===== config.mk =====
export PLATFORM = sky130hd
export DESIGN_NAME = sha256_job_scheduler
export DESIGN_NICKNAME = d
export VERILOG_FILES = /design/src/rtl/sha256_job_scheduler.sv
export SDC_FILE = /design/constraint.sdc
export NUM_CORES = 1
export LEC_CHECK = 0
export ABC_AREA = 1
export ABC_CLOCK_PERIOD_IN_PS = 3300
export BUFFER_PORTS_ARGS = -buffer_cell sky130_fd_sc_hd__buf_2
export CAP_MARGIN = 15
export CORE_MARGIN = 1.5
export CORE_UTILIZATION = 53
export CTS_CLUSTER_DIAMETER = 120
export DETAILED_ROUTE_END_ITERATION = 10
export PLACE_DENSITY = 0.87
export SETUP_SLACK_MARGIN = 0.3
export SYNTH_ARGS = -nofsm -noshare
export SYNTH_HDL_FRONTEND = slang
export SYNTH_SLANG_ARGS = --single-unit

===== constraint.sdc =====
create_clock -name clk -period 3.3 [get_ports clk]
set_input_delay 0.66 -clock clk [delete_from_list [all_inputs] [get_ports clk]]
set_output_delay 0.66 -clock clk [all_outputs]
set_load 0.01 [all_outputs]

===== src/rtl/sha256_job_scheduler.sv =====
// Round-robin launcher sharing one SHA-256 core among NUM_REQ job sources.
// Tracks the core's idle level and reports per-owner completion or error.
module sha256_job_scheduler #(
  parameter int NUM_REQ    = 4,
  parameter int START_WAIT = 4,
  parameter int TIMEOUT    = 4096
) (
  input  logic                  clk,
  input  logic                  reset,
  input  logic [NUM_REQ-1:0]    req_valid,
  output logic [NUM_REQ-1:0]    req_ready,
  input  logic [16*NUM_REQ-1:0] req_msg_addr,
  input  logic [16*NUM_REQ-1:0] req_out_addr,
  output logic [NUM_REQ-1:0]    cmp_valid,
  output logic                  cmp_err,
  output logic                  core_start,
  output logic [15:0]           core_msg_addr,
  output logic [15:0]           core_out_addr,
  input  logic                  core_done,
  output logic                  busy,
  output logic [15:0]           jobs_done
);

  localparam int GW = $clog2(NUM_REQ);

  typedef enum logic [2:0] {
    S_IDLE,
    S_LAUNCH,
    S_WBUSY,
    S_WDONE,
    S_CMPL
  } state_t;

  state_t        state;
  state_t        state_nxt;
  logic [GW-1:0] last_grant;
  logic [GW-1:0] g;
  logic [GW-1:0] gidx;
  logic [GW-1:0] cand;
  logic          found;
  logic          accept;
  logic [12:0]   cnt;
  logic [12:0]   cnt_inc;
  logic          err;
  logic [15:0]   done_cnt;
  logic [15:0]   msg_arr [NUM_REQ];
  logic [15:0]   out_arr [NUM_REQ];

  for (genvar i = 0; i < NUM_REQ; i++) begin : g_slice
    assign msg_arr[i] = req_msg_addr[16*i +: 16];
    assign out_arr[i] = req_out_addr[16*i +: 16];
  end

  // Search begins one past the previous owner.
  always_comb begin
    gidx  = last_grant;
    cand  = last_grant;
    found = 1'b0;
    for (int k = 1; k <= NUM_REQ; k++) begin
      cand = GW'((int'(last_grant) + k) % NUM_REQ);
      if (!found && req_valid[cand]) begin
        found = 1'b1;
        gidx  = cand;
      end
    end
  end

  assign accept    = (state == S_IDLE) && core_done && found;
  assign cnt_inc   = cnt + 13'd1;
  assign jobs_done = done_cnt;

  always_ff @(posedge clk) begin
    if (reset) state <= S_IDLE;
    else       state <= state_nxt;
  end

  always_comb begin
    state_nxt = state;
    unique case (state)
      S_IDLE:   if (accept) state_nxt = S_LAUNCH;
      S_LAUNCH: state_nxt = S_WBUSY;
      S_WBUSY: begin
        if (!core_done)                       state_nxt = S_WDONE;
        else if (cnt_inc == 13'(START_WAIT))  state_nxt = S_CMPL;
      end
      S_WDONE: begin
        if (core_done)                        state_nxt = S_CMPL;
        else if (cnt_inc == 13'(TIMEOUT))     state_nxt = S_CMPL;
      end
      S_CMPL:   state_nxt = S_IDLE;
      default:  state_nxt = S_IDLE;
    endcase
  end

  always_comb begin
    req_ready  = '0;
    cmp_valid  = '0;
    cmp_err    = 1'b0;
    core_start = (state == S_LAUNCH);
    busy       = (state != S_IDLE);
    if (accept) req_ready[gidx] = 1'b1;
    if (state == S_CMPL) begin
      cmp_valid[g] = 1'b1;
      cmp_err      = err;
    end
  end

  always_ff @(posedge clk) begin
    if (reset) begin
      cnt           <= '0;
      err           <= 1'b0;
      g             <= '0;
      last_grant    <= GW'(NUM_REQ-1);
      core_msg_addr <= '0;
      core_out_addr <= '0;
      done_cnt      <= '0;
    end else begin
      unique case (state)
        S_IDLE: begin
          cnt <= '0;
          if (accept) begin
            g             <= gidx;
            core_msg_addr <= msg_arr[gidx];
            core_out_addr <= out_arr[gidx];
            err           <= 1'b0;
          end
        end
        S_LAUNCH: cnt <= '0;
        S_WBUSY: begin
          if (!core_done)                      cnt <= '0;
          else if (cnt_inc == 13'(START_WAIT)) err <= 1'b1;
          else                                 cnt <= cnt_inc;
        end
        S_WDONE: begin
          if (core_done)                       err <= 1'b0;
          else if (cnt_inc == 13'(TIMEOUT))    err <= 1'b1;
          else                                 cnt <= cnt_inc;
        end
        S_CMPL: begin
          if (!err) done_cnt <= done_cnt + 16'd1;
          last_grant <= g;
        end
        default: cnt <= '0;
      endcase
    end
  end

endmodule


; ---- After elaboration in Yosys (flattened, before gate mapping)
; Index checks and enable logic that the tools add are counted.
[word_totals]
reg_bits = 69
latchBits = 0
mem_bits_rw = 0
romBits = 0
input_bits = 135
out_inout_bits = 59
mem_count = 0
[op_classes]
n_addsub = 6
n_mul = 0
div_mod_pow = 0
order_cmp = 9
eq_ne = 14
shifts = 0
n_mux = 46
bitwise = 3
reduce_logical = 18
[ops]
columns = op, count
row1 = $bmux W16 S2, 2
row2 = $mux W16, 4
row3 = $mux W13, 4
row4 = $pmux W13 S3, 1
row5 = $lt A2 B3 Y1 const B, 6
row6 = $add A16 B1 Y16 const B, 1
row7 = $mux W1, 16
row8 = $mux W3, 5
row9 = $add A13 B1 Y13 const B, 1
row10 = $eq A13 B13 Y1 const B, 1
row11 = $eq A13 B3 Y1 const B, 1
row12 = $pmux W3 S4, 1
row13 = $ne A2 B2 Y1 const B, 5
row14 = $ne A3 B3 Y1 const B, 3
row15 = $bmux W1 S2, 4
row16 = $mux W2, 4
row17 = $mux W4, 2
row18 = $logic_and A1 B1 Y1, 7
row19 = $eq A3 B2 Y1 const B, 2
row20 = $reduce_bool A3 Y1, 2
row21 = $reduce_and A5 Y1, 1
row22 = $add A2 B1 Y2 const B, 2
row23 = $add A2 B2 Y2 const B, 2
row24 = $demux W1 S2, 2
row25 = 12 further kinds, 17

; ---- Depth between registers and ports, before layout
[logic_depth]
depth_word = 18
depth_mapped = 19
depth_no_buf = 16

; ---- Worst setup path after synthesis
; OpenSTA, ideal clock, no wires.
[synth_path]
kind = in2out
startpoint = input req_valid[0]
endpoint = output req_ready[2]
arrival_ps = 1857
required_ps = 2640
path_slack_ps = 783
cell_stages = 12
path_buffers = 1
path_cell_list = inv_1 nand2_1 o21ai_1 nor2_2 nor2_4 nand3_1 nand3_1 nand2_1 nor2_4 buf_4 inv_2 nor2_1
[synth_via]
elab_chain_len = 17
elab_cells_between_ends = 29
cone_classes = 2 x order compare / 19 x mux / 8 x reduce/logical
[synth_rtl]
columns = item, line
row1 = "start, declared", 10  ; input logic [NUM_REQ-1:0] req_valid,
row2 = $bmux W1 S2, 61  ; if (!found && req_valid[cand]) begin
row3 = $mux W1 (implied by the code), 61
row4 = $mux W1, 61
row5 = $logic_not A1 Y1, 61
row6 = $logic_and A1 B1 Y1, 61
row7 = $mux W1, 61
row8 = $logic_not A1 Y1, 61
row9 = $logic_and A1 B1 Y1, 61
row10 = $mux W1, 61
row11 = $logic_not A1 Y1, 61
row12 = $logic_and A1 B1 Y1, 61
row13 = $mux W2, 61
row14 = $lt A2 B3 Y1 (implied by the code) / $ge A2 B1 Y1 (equally long branches), 101  ; if (accept) req_ready[gidx] = 1'b1;
row15 = $logic_and A1 B1 Y1 (implied by the code), 101
row16 = $mux W1 (implied by the code), 101
row17 = $demux W1 S2, 101
row18 = $mux W4 *, 101
row19 = "end, declared", 11  ; output logic [NUM_REQ-1:0] req_ready,
; Mark *: on every way between the ends. The rest lies on a longest branch, timed or not. The select of a mux whose other input is x is not followed.

; ---- Worst setup path after layout
[layout_path]
startpoint = register last_grant[0]
endpoint = output req_ready[2]
[layout_via]
elab_chain_len = 18
elab_cells_between_ends = 33
cone_classes = 4 x add/sub / 2 x order compare / 19 x mux / 8 x reduce/logical
[layout_rtl]
columns = item, line
row1 = "start, declared", 36  ; logic [GW-1:0] last_grant;
row2 = "start signal, assigned", 113  ; last_grant <= GW'(NUM_REQ-1);
row3 = "start signal, assigned", 141  ; last_grant <= g;
row4 = $add A2 B1 Y2, 60  ; cand = GW'((int'(last_grant) + k) % NUM_REQ);
row5 = $bmux W1 S2, 61
row6 = $mux W1 (implied by the code), 61
row7 = $mux W1, 61
row8 = $logic_not A1 Y1, 61
row9 = $logic_and A1 B1 Y1, 61
row10 = $mux W1, 61
row11 = $logic_not A1 Y1, 61
row12 = [2 not listed], --
row13 = $logic_not A1 Y1, 61
row14 = $logic_and A1 B1 Y1, 61
row15 = $mux W2, 61
row16 = $lt A2 B3 Y1 (implied by the code) / $ge A2 B1 Y1 (equally long branches), 101
row17 = $logic_and A1 B1 Y1 (implied by the code), 101
row18 = $mux W1 (implied by the code), 101
row19 = $demux W1 S2, 101
row20 = $mux W4 *, 101
; Marked as above.

==> metrics.md <==
| Metric | Value |
|---|---|
| Endpoint class of the critical path | `primary output` |
| Total Wirelength | `12.89 mm` |
| Worst path required time | `between 2 and 3 ns` |
| EDFF count, synth | `0` |
| Max frequency | `between 300 and 400 MHz` |
| FILL cells | `between 700 and 800` |
| Max_cap viols | `0` |
| Core outline area | `about 0.0087 mm2` |
| Gr usage total | `0.2652` |
| Antenna-violating nets left | `0` |
| CTS H-tree lvls | `3` |
| Hold slack | `0.5042 ns` |
| Placed cells | `roughly 1100` |
| Post-DP HPWL | `9.639 mm` |
| Met3 WL | `roughly 730 um` |
| Pwr dens | `about 640 mW/mm2` |
| Outcome | `complete, no violations` |
| Crit Path Class | `reg -> out` |
| TritonCTS clock tree | `built` |
| Crit path max fanout | `9` |
| Routed length on met1 | `5.971 mm` |
| Hold Crit Endpoint | `jobs_done[1]` |
| Sw Pwr | `between 1500 and 2000 uW` |
| Top FF cell, synth | `dfxtp_1` |
| FF-to-FF End | `cnt[4]` |
| Via count | `around 5500` |
| Number of cells produced by synthesis | `slightly above 800` |
| Syn_nets | `approximately 960` |
| TritonCTS Sinks | `just under 70` |
| Post-CTS Resized | `0` |
| Synthesis-to-finish area growth | `24.21%` |
| Design Power | `between 3000 and 4000 uW` |
| Comb pwr share | `0.492` |
| # Post-CTS Setup Buffers | `0` |
| WL/cell | `roughly 12 um` |
| Top sig layer | `met4` |
| Crit share post-route | `0.8318` |
| Max clock buf depth | `2` |
| Asr flop ratio synth | `0` |
| R2R Path Start | `cnt[0]` |
| Reg2reg setup slack | `roughly 0.79 ns` |
| Min Clock Period, post-route | `2.745 ns` |
| Clk_lat worst skew | `between 0.3 and 0.4 ns` |
| Vias in the first global route | `~4600` |
| Synth Area per Inst | `around 5.7 um2` |
| WP data arrival | `about 2.1 ns` |
| First-pass GRT wire length | `~21 mm` |
| CTS Root Cell | `clkbuf_8` |
| Sequential fraction of the synthesis area | `0.2918` |
| Hold-critical path depth | `2` |
| Row cnt | `34` |
| P_int | `roughly 2100 uW` |
| Fin cells | `~1100` |
| # IOs | `194` |
| Slew of the pin with the lowest slew margin | `0.6011 ns` |
| Hold Buf Count CTS | `0` |
| Switching portion of total power | `0.4381` |
| Layout cell share with drive strength beyond 1 | `0.2515` |
| Post-Syn Area | `0.004733 mm2` |
| Die Y-Extent | `97.50 um` |
| Hold path start | `jobs_done[1]` |
| Setup TNS | `0 ns` |
| Leakage power | `approximately 0.0035 uW` |
| Met2 WL | `slightly below 6 mm` |
| Slew margin rel. | `0.5993` |
| Synth unique cells | `36` |
| Port bufs | `between 150 and 200` |
| Min-delay worst type | `reg -> reg` |
| Startpoint types | `register` |
| Nets | `about 1100` |
| Drt pass-1 iters | `5` |
| CP startpoint | `last_grant[0]` |
| Largest net degree at the start of global routing | `65` |
| Fin. Hold Viols | `0` |
| Worst Clk Skew | `roughly 0.012 ns` |
| Sequential share of power | `0.297` |
| CTS Buf Count | `9` |
| Die Span X | `97.50 um` |
| R2R depth | `13` |
| DR DRC count | `0` |
| Drt initial violations | `~220` |
| VDD IR max | `about 0.42 mV` |
| Gp weighted congestion | `0.9085` |
| RSZ-0062 raised after global routing | `false` |
| Synth Warn # | `0` |
| Final setup fails | `0` |
| FF+latch count, synth | `69` |
| Initial Util | `0.5454` |
| Clock transition at the registers of the reported paths | `~0.08 ns` |
| Grt ovf | `0` |
| DIE AREA | `0.009506 mm2` |
| Clock power frac | `0.211` |
| Initial antenna violation count | `1` |
| Vias per Instance | `4.908` |
| Final Max Tran Viols | `0` |
-- stage by stage --
| stage | util | cell area [um2] | setup slack (ns) |
|---|---|---|---|
| after floorplan | - | 4733 | 0.7834 |
| after global placement | 0.6501 | 5642 | 0.7465 |
| after detailed placement | 0.6501 | 5642 | 0.7161 |
| after CTS | 0.6769 | 5874 | 0.5425 |
| after global routing | 0.6772 | 5877 | 0.3843 |
| final | 0.6775 | 5879 | 0.5550 |
-- layout by cell type, fill, tap and decap left out, types with 2 or more instances in the layout --
master     count
nand3_1       63
bufinv_16      2
o21a_1         3
dfxtp_1       69
inv_2          5
a21oi_1       27
a31oi_1        3
inv_1         67
ha_1           2
nand2_2        5
clkbuf_8      11
nand4_1        8
o21ai_0        9
buf_4          5
xor2_1         3
nand3_2       10
nor3b_1        3
a21oi_2        2
buf_2        193
nor2_2         6
diode_2        2
nor2_1        54
xnor2_1        2
nor3_1         4
nand2_1      425
o211ai_1       3
nor2_4         4
-- synthesized netlist by cell type (3+ instances only) --
library cell	count	area, um2
a21oi_1	27	135.1
a31oi_1	3	18.77
buf_2	16	80.08
buf_4	9	67.56
buf_6	8	90.09
clkbuf_1	4	15.01
dfxtp_1	69	1381
inv_1	67	251.5
inv_2	5	18.77
nand2_1	426	1599
nand2_2	4	25.02
nand3_1	63	315.3
nand3_2	10	100.1
nand4_1	8	50.05
nor2_1	54	202.7
nor2_2	6	37.54
nor2_4	4	45.04
nor3_1	4	20.02
nor3b_1	3	22.52
o211ai_1	3	22.52
o21a_1	3	22.52
o21ai_0	9	45.04
xor2_1	3	26.28
-- power by group through the flow --
stage | clock [uW] | sequential, uW | combinational (uW)
detailed placement | 0 | 1130 | 1840
global route | 849 | 1140 | 2120
global placement | 0 | 1130 | 1840
floorplan | 0 | 1180 | 1370
CTS | 811 | 1120 | 1850
finish | 796 | 1120 | 1850
-- how the worst max path moves through the flow --
stage | end | slack, ns | depth (start not counted)
floorplan | req_ready[2] | 0.78 | 12
global route | req_ready[2] | 0.38 | 13
CTS | req_ready[2] | 0.54 | 11
detailed placement | req_ready[2] | 0.72 | 13
global placement | core_msg_addr[12] | 0.75 | 17
finish | req_ready[2] | 0.55 | 11
-- layer usage --
layer	track usage	vias up
met1	0.3625	2373
met5	0	-
met4	0.08022	0
met3	0.03453	20
met2	0.4359	169
li1	-	2896
-- worst max-delay path, cell delays in order, from the launching register on --
cell and delay, ns:
dfxtp_1 0.52, inv_4 0.10, o21ai_1 0.21, nor2_2 0.08
nor2_4 0.13, nand3_1 0.09, nand3_1 0.12, nand2_1 0.13
nor2_4 0.12, inv_2 0.05, nor2_1 0.07, buf_2 0.13
-- cell type report --
cell class / count / area [um2] / share of cell area
antenna: 2 / 5.005 / 0.0008512
clock buffer: 11 / 151.4 / 0.02575
clock inverter: 5 / 81.33 / 0.01383
inverter: 73 / 276.5 / 0.04703
multi-input combinational: 645 / 2825 / 0.4805
sequential: 69 / 1381 / 0.2349
tap: 108 / 135.1 / 0.02298
timing repair buffer: 199 / 1023 / 0.1741
-- kinds of logic (layout without fill, tap and decap cells) --
family | count (synthesis) | in the layout | synth area share
adder cells (fa/ha/maj) | 2 | 2 | 0.005286
buffers and inverters | 110 | 288 | 0.1118
AO/OA/AOI/OAI | 53 | 53 | 0.06503
XOR/XNOR | 5 | 5 | 0.009254
other | 0 | 2 | 0
flip-flops | 69 | 69 | 0.2918
AND/OR/NAND/NOR | 585 | 585 | 0.5168
-- sequential cells by signal (all words and copies together), names as in the netlist --
name           count
state              3
jobs_done         16
err                1
g                  2
cnt               13
core_msg_addr     16
core_out_addr     16
last_grant         2
Note: power is estimated with default switching activity, not from simulation.
